File: src/rtl/axis_downsizer_pkg.sv
// -----------------------------------------------------------------------------
// axis_downsizer_pkg
//   Default geometry for the AXI-Stream width-reducing stage. Holds only the
//   parameter defaults so that every instance of the downsizer agrees with the
//   codebase-wide configuration unless it is overridden at instantiation.
// -----------------------------------------------------------------------------
package axis_downsizer_pkg;

    // Narrow (output) beat width in bytes.
    localparam int DS_DEFAULT_OUT_BYTES = 32'sd1;

    // Narrow beats emitted per wide input word.
    localparam int DS_DEFAULT_RATIO = 32'sd4;

    // Width of the tuser sideband carried unchanged through the stage.
    localparam int DS_DEFAULT_USER_BITS = 32'sd1;

endpackage : axis_downsizer_pkg

File: src/rtl/axis_downsizer.sv
// -----------------------------------------------------------------------------
// axis_downsizer
//   Width-reducing AXI-Stream stage. A wide word of RATIO*OUT_BYTES bytes is
//   captured in a holding register and replayed as RATIO narrow beats, least
//   significant slice first. With a continuously ready sink it accepts one
//   word every RATIO cycles and emits beats without bubbles.
//
// Ports
//   clk            rising-edge clock
//   sreset         synchronous reset, active-high
//   axis_i_tready  input ready (combinational on axis_o_tready)
//   axis_i_tvalid  input valid
//   axis_i_tlast   input word ends a packet
//   axis_i_tdata   input word, OUT_BYTES*8*RATIO bits
//   axis_i_tuser   input sideband, AXIS_USER_BITS bits
//   axis_o_tready  output ready
//   axis_o_tvalid  output valid (registered)
//   axis_o_tlast   output beat ends a packet (from registers only)
//   axis_o_tdata   output beat, OUT_BYTES*8 bits
//   axis_o_tuser   output sideband, repeated on every beat of a word
// -----------------------------------------------------------------------------
module axis_downsizer
    import axis_downsizer_pkg::*;
#(
    parameter int OUT_BYTES      = DS_DEFAULT_OUT_BYTES,
    parameter int RATIO          = DS_DEFAULT_RATIO,
    parameter int AXIS_USER_BITS = DS_DEFAULT_USER_BITS
) (
    input  logic                          clk,
    input  logic                          sreset,

    output logic                          axis_i_tready,
    input  logic                          axis_i_tvalid,
    input  logic                          axis_i_tlast,
    input  logic [OUT_BYTES*8*RATIO-1:0]  axis_i_tdata,
    input  logic [AXIS_USER_BITS-1:0]     axis_i_tuser,

    input  logic                          axis_o_tready,
    output logic                          axis_o_tvalid,
    output logic                          axis_o_tlast,
    output logic [OUT_BYTES*8-1:0]        axis_o_tdata,
    output logic [AXIS_USER_BITS-1:0]     axis_o_tuser
);

    localparam int BEAT_W = OUT_BYTES * 8;
    localparam int WORD_W = BEAT_W * RATIO;
    // A one-beat configuration still keeps a 1-bit index so the code stays uniform.
    localparam int IDX_W  = (RATIO > 1) ? $clog2(RATIO) : 1;

    localparam logic [IDX_W-1:0] IDX_ZERO = IDX_W'(0);
    localparam logic [IDX_W-1:0] IDX_ONE  = IDX_W'(1);
    localparam logic [IDX_W-1:0] LAST_IDX = IDX_W'(RATIO - 1);

    // Holding register and beat sequencing state.
    logic [WORD_W-1:0]          held_data_r;
    logic                       held_last_r;
    logic [AXIS_USER_BITS-1:0]  held_user_r;
    logic [IDX_W-1:0]           idx_r;
    logic                       full_r;

    // Handshake decode.
    logic                       last_beat_s;
    logic                       ready_s;
    logic                       in_hs_s;
    logic                       out_hs_s;
    logic                       at_last_idx_s;

    // Handshake decode: a new word may enter when empty, or when the final
    // beat of the held word leaves on this same edge (no empty cycle between words).
    always_comb begin
        at_last_idx_s = 1'b0;
        last_beat_s   = 1'b0;
        ready_s       = 1'b0;
        in_hs_s       = 1'b0;
        out_hs_s      = 1'b0;

        at_last_idx_s = (idx_r == LAST_IDX);
        last_beat_s   = full_r && at_last_idx_s;
        ready_s       = !sreset && (!full_r || (axis_o_tready && last_beat_s));
        in_hs_s       = axis_i_tvalid && ready_s;
        // axis_o_tready is meaningless while nothing is presented.
        out_hs_s      = full_r && axis_o_tready;
    end

    // Holding register: captured only on an input handshake, so data, last and
    // user are stable for the whole time the word is being replayed.
    always_ff @(posedge clk) begin
        if (sreset) begin
            held_data_r <= '0;
            held_last_r <= 1'b0;
            held_user_r <= '0;
        end else if (in_hs_s) begin
            held_data_r <= axis_i_tdata;
            held_last_r <= axis_i_tlast;
            held_user_r <= axis_i_tuser;
        end else begin
            held_data_r <= held_data_r;
            held_last_r <= held_last_r;
            held_user_r <= held_user_r;
        end
    end

    // Beat index and full flag: a load restarts at beat 0; each accepted beat
    // advances the index until the last one, which empties the stage. A reset
    // mid-word simply drops the beats not yet sent.
    always_ff @(posedge clk) begin
        if (sreset) begin
            idx_r  <= IDX_ZERO;
            full_r <= 1'b0;
        end else if (in_hs_s) begin
            idx_r  <= IDX_ZERO;
            full_r <= 1'b1;
        end else if (out_hs_s) begin
            if (at_last_idx_s) begin
                idx_r  <= IDX_ZERO;
                full_r <= 1'b0;
            end else begin
                idx_r  <= idx_r + IDX_ONE;
                full_r <= 1'b1;
            end
        end else begin
            idx_r  <= idx_r;
            full_r <= full_r;
        end
    end

    assign axis_i_tready = ready_s;
    assign axis_o_tvalid = full_r;
    // Only the final slice of a word can close a packet.
    assign axis_o_tlast  = held_last_r && at_last_idx_s;
    assign axis_o_tuser  = held_user_r;
    // Slice k of the held word; idx_r never exceeds RATIO-1.
    assign axis_o_tdata  = held_data_r[int'(idx_r) * BEAT_W +: BEAT_W];

endmodule : axis_downsizer
File: config.mk
export PLATFORM = sky130hd
export DESIGN_NAME = axis_downsizer
export DESIGN_NICKNAME = d
export VERILOG_FILES = /design/src/rtl/axis_downsizer_pkg.sv /design/src/rtl/axis_downsizer.sv
export SDC_FILE = /design/constraint.sdc
export NUM_CORES = 1
export LEC_CHECK = 0
export BUFFER_PORTS_ARGS = -buffer_cell sky130_fd_sc_hd__buf_2
export CORE_MARGIN = 3
export CORE_UTILIZATION = 35
export DETAILED_ROUTE_END_ITERATION = 8
export GPL_TIMING_DRIVEN = 1
export PLACE_DENSITY = 0.58
export SYNTH_ARGS = -nofsm -noshare
export SYNTH_HDL_FRONTEND = slang
export SYNTH_SLANG_ARGS = --single-unit
File: constraint.sdc
create_clock -name clk -period 1.56 [get_ports clk]
set_input_delay 0.312 -clock clk [delete_from_list [all_inputs] [get_ports clk]]
set_output_delay 0.312 -clock clk [all_outputs]
set_load 0.01 [all_outputs]
; Yosys cells after proc, flatten, opt, wreduce, memory -nomap -nowiden
; Cells that the tools add are included.
[classes]
n_addsub = 1
mul = 0
n_div = 0
magnitude_cmp = 0
n_eq_ne = 1
n_shift = 1
n_mux = 4
bitwise_logic = 0
n_reduce_logical = 11
[ops]
columns = cell, n
row1 = 32-bit by 6-bit indexed part select with 8-bit output, 1
row2 = 1-bit logical AND, 6
row3 = 1-bit 2-to-1 mux, 3
row4 = 2-bit by 1-bit adder with 2-bit output (second input constant), 1
row5 = 2-bit equality test (second input constant), 1
row6 = 1-bit logical NOT, 2
row7 = 2-bit 2-to-1 mux, 1
row8 = 2-bit nonzero test, 1
row9 = 2-bit OR reduction, 1
row10 = 1-bit logical OR, 1
[totals]
register_bits = 37
latch_bits = 0
ram_bits = 0
mem_bits_ro = 0
out_inout_bits = 12
mem_count = 0

; Depth between registers and ports, before layout
[depth]
depth_word = 7
mapped_depth = 5
depth_no_buf = 4

; Worst setup path after synthesis
; OpenSTA, ideal clock, no wires.
[synth_timing]
path_kind = reg2reg
start = register idx_r[0]
end = register held_user_r, in the netlist axis_o_tuser
setup_time_ps = 121
arrival_time_ps = 1464
required_time_ps = 1439
slack_ps = -25
path_stages_with_launch = 6
path_buffers = 1
period_less_slack_ps = 1585
cell_sequence = dfxtp_1 ha_1 a21boi_2 nor3b_4 buf_6 mux2_2
[synth_via]
elab_chain_len = 6
[synth_lines]
columns = element, line_no
row1 = "start, declared", axis_downsizer.sv:58  ; logic [IDX_W-1:0] idx_r;
row2 = "start signal, assigned", axis_downsizer.sv:118  ; idx_r <= idx_r + IDX_ONE;
row3 = "start signal, assigned", axis_downsizer.sv:122  ; idx_r <= idx_r;
row4 = 2-bit equality test, axis_downsizer.sv:77  ; at_last_idx_s = (idx_r == LAST_IDX);
row5 = 1-bit logical AND, axis_downsizer.sv:78  ; last_beat_s = full_r && at_last_idx_s;
row6 = 1-bit logical AND, axis_downsizer.sv:79  ; ready_s = !sreset && (!full_r || (axis_o_tready && last_beat_s));
row7 = 1-bit logical OR, axis_downsizer.sv:79
row8 = 1-bit logical AND, axis_downsizer.sv:79
row9 = 1-bit logical AND, axis_downsizer.sv:80  ; in_hs_s = axis_i_tvalid && ready_s;
row10 = "end signal, assigned", axis_downsizer.sv:95  ; held_user_r <= axis_i_tuser;
row11 = "end signal, assigned", axis_downsizer.sv:99  ; held_user_r <= held_user_r;
row12 = "end, declared", axis_downsizer.sv:57  ; logic [AXIS_USER_BITS-1:0] held_user_r;
; Every way passes these cells.
; A chain may end at the register's enable or synchronous reset.

; Final worst setup path
[layout_timing]
start = register idx_r[1]
end = output axis_o_tdata[1]
[layout_via]
elab_chain_len = 1
[layout_lines]
columns = element, line_no
row1 = 32-bit by 6-bit indexed part select with 8-bit output, axis_downsizer.sv:133  ; assign axis_o_tdata = held_data_r[int'(idx_r) * BEAT_W +: BEAT_W];
row2 = "end, declared", axis_downsizer.sv:41  ; output logic [OUT_BYTES*8-1:0] axis_o_tdata,
; Every way passes these cells.

==> impl_metrics.csv <==
group,metric,value,unit
critical_path,r2r_end,"held_data_r[30]$_SDFFE_PP0P_",
clock_network,cts_sinks,37,
yosys,synth_cell_types,19,
critical_path,path_buf_inv,2,
yosys,synth_top_cell_by_area,"dfxtp_1",
timing,hold_viol,0,
yosys,syn_inst,138,
yosys,ys.flop_type,"dfxtp_1",
timing,clock_skew,0.00615,ns
grt,grt_overflow,0,
detailed_routing,vias,1200,
placed_design,dp_hpwl,2490,um
floorplanning,die_y,75.7,um
power_and_ir_drop,leakage,1.10,nW
detailed_routing,drtPass1Iterations,3,
floorplanning,core,0.00450,sq mm
critical_path,cp_cell_sequence,"buf_8 > mux4_2 > buf_6",
critical_path,startpoint_type,"flop",
clock_network,insertion_delay,0.28,ns
clock_network,cts_buffers,5,
hold_path,hp-start,"axis_i_tdata[24]",
yosys,synth_edf_count,0,
yosys,synth_nets,177,
timing,fin_crit,1.74,ns
status,outcome,"complete, but fails checks",
clock_network,cts_buffer_depth,2,
critical_path,ff2ff_path_depth,8,
yosys,ys_ff_latch,37,
placed_design,port_buffers,49,
clock_network,root_buffer,"clkbuf_8",
detailed_routing,drcViolationCount,0,
critical_path,critical_path_class,"reg2out",
critical_path,slowest_stage,"mux4_2",
grt,grt_start_max_net_pins,39,
timing,rsz0062_at_grt,"true",
placed_design,placedCellCount,237,
yosys,synth_warnings,0,
detailed_routing,dr.first_iter.drc_count,17,
floorplanning,fp-row-count,24,
detailed_routing,drt_wl_total,3870,um
floorplanning,die_w,75.7,um
yosys,synth_area,0.00170,sq mm
critical_path,critical_path.max_stage_delay,0.52,ns
yosys,synth-seq-area-share,43.6,%
critical_path,critPathRequiredTime,1.25,ns
timing,setup_ws,-0.179,ns
hold_path,holdPathEnd,"held_data_r[24]$_SDFFE_PP0P_",
timing,setup_viol,43,
final_layout,layout.nets,239,
final_layout,layout-drive-gt1-share,59.0,%
final_layout,stdcell_area,0.00243,sq mm
clock_network,htreeDepth,2,
power_and_ir_drop,powerDensity,857,mW/mm^2
final_layout,fin_cells,252,
detailed_routing,ant_nets,0,
critical_path,r2r_slack,-0.15,ns
critical_path,crit_fanout,5,
yosys,synth_common_cells,"dfxtp_1 (37), mux2_2 (34), nor2b_1 (24)",
grt,grt_pass1_vias,1324,
hold_path,hold_class,"in2reg",
floorplanning,start_util,37.7,%
critical_path,reg2reg_from,"idx_r[1]$_SDFFE_PP0P_",
placed_design,routabilityCongestion,0.760,
hold_path,hold_depth,2,
yosys,netlist_top_cells_area,"dfxtp_1 (44%), mux2_2 (23%), mux4_2 (11%), nor2b_1 (8.8%), and2b_1 (4.9%)",
timing,fmax,0.575,GHz
clock_network,cts_tree,"done",
yosys,synth.most_common_cell,"dfxtp_1",
grt,grt_usage,14.5,%
yosys,synth.avg_cell_area,12.3,sq um
detailed_routing,drt-wirelength-per-cell,15.4,um
timing,holdWs,0.250,ns
grt,grt_antenna_before_repair,0,
clock_network,cts.clk_slew.worst_paths,0.07,ns
timing,slew_headroom,76.6,%
timing,worst_pin_slew,0.350,ns
timing,report.final.slew_viol_count,0,
yosys,synthArstFlopShare,0,%
grt,grt_pass1_wl,6060,um
timing,period_share,111,%
final_layout,area_growth,42.8,%
clock_network,ctsHoldBuffers,0,
detailed_routing,viasPerCell,4.76,
status,failed_checks,"negative setup slack",
yosys,netlist.area_leader.share,43.6,%
floorplanning,die-area,0.00573,sq mm
final_layout,diodes,0,
critical_path,crit_path_end_kind,"output pin",
critical_path,crit_family,"multiplexers",
timing,tns,-5.03,ns
run,drv_cap,0,
critical_path,crit_arrival,1.43,ns
placed_design,dpl_cell_area,0.00209,sq mm
floorplanning,ioPinCount,50,
power_and_ir_drop,ir_drop,0.000515,V
[layout by cell type, fill, tap and decap left out, types with 6 or more instances in the layout]
cell | synthesis | layout
buf_2 | 2 | 42
dfxtp_1 | 37 | 35
nor2b_1 | 24 | 24
mux2_4 | 0 | 19
mux2_2 | 34 | 15
and2b_1 | 11 | 11
buf_6 | 3 | 10
mux4_2 | 8 | 8
clkbuf_8 | 0 | 6
[logic make-up (layout without fill, tap and decap cells)]
group,count (synthesis),after routing,share of synthesized area [%]
multiplexers,43,43,33.7
AO/OA/AOI/OAI,3,3,1.25
flip-flops,37,37,43.6
AND/OR/NAND/NOR,45,45,17.2
adder cells (fa/ha/maj),1,1,0.736
buffers and inverters,9,71,3.46
[what timing repair did]
action / CTS / global route
setup buffers: 4 / 0
gates cloned: 3 / 1
pin swaps: 2 / 0
setup endpoints to repair: 37 / 44
endpoints found under the hold margin: 0 / 0
gates resized for setup: 18 / 9
[routing by layer]
| metal | track usage (%) | routed length [um] | vias up |
|---|---|---|---|
| met1 | 16.9 | 1680 | 568 |
| met5 | 0 | 0 | - |
| met3 | 6.20 | 251 | 2 |
| li1 | - | - | 600 |
| met2 | 24.4 | 1920 | 30 |
| met4 | 4.08 | 14 | 0 |
[worst max path at each step]
| stage | startpoint | to | slack (ns) | cells past startpoint |
|---|---|---|---|---|
| after CTS | idx_r[1]$_SDFFE_PP0P_ | axis_o_tdata[1] | -0.20 | 3 |
| after detailed placement | idx_r[1]$_SDFFE_PP0P_ | held_data_r[5]$_SDFFE_PP0P_ | -0.03 | 5 |
| after global placement | idx_r[1]$_SDFFE_PP0P_ | held_data_r[12]$_SDFFE_PP0P_ | 0.03 | 5 |
| after floorplan | idx_r[1]$_SDFFE_PP0P_ | axis_o_tuser$_SDFFE_PP0P_ | 0.007 | 5 |
| final | idx_r[1]$_SDFFE_PP0P_ | axis_o_tdata[1] | -0.18 | 3 |
| after global routing | idx_r[1]$_SDFFE_PP0P_ | axis_o_tdata[1] | -0.23 | 3 |
[cell type report]
cell class	count	area, sq um
Tap cell	52	65.1
Timing Repair Buffer	64	536
Clock buffer	7	86.3
Sequential cell	37	746
Multi-Input combinational cell	92	993
Fill cell	404	2080
[state kept, by name (all words and copies together) (netlist names)]
signal,count
idx_r,2
held_last_r,1
axis_o_tuser,1
held_data_r,32
axis_o_tvalid,1
[metrics by stage]
stage / util, % / setup slack [ns] / total power, mW
after global routing: 53.9 / -0.233 / 2.18
after global placement: 46.4 / 0.0302 / 1.35
after CTS: 52.6 / -0.204 / 2.09
after floorplan: - / 0.00668 / 1.25
after detailed placement: 46.4 / -0.0271 / 1.37
final: 53.9 / -0.179 / 2.08
[report_power, final]
group	switching, mW	total (mW)	internal (mW)
Sequential	0.0282	1.04	1.01
Combinational	0.133	0.384	0.251
Clock	0.307	0.658	0.350
Total	0.469	2.08	1.61
No activity file was read; power rests on OpenSTA's default activity.
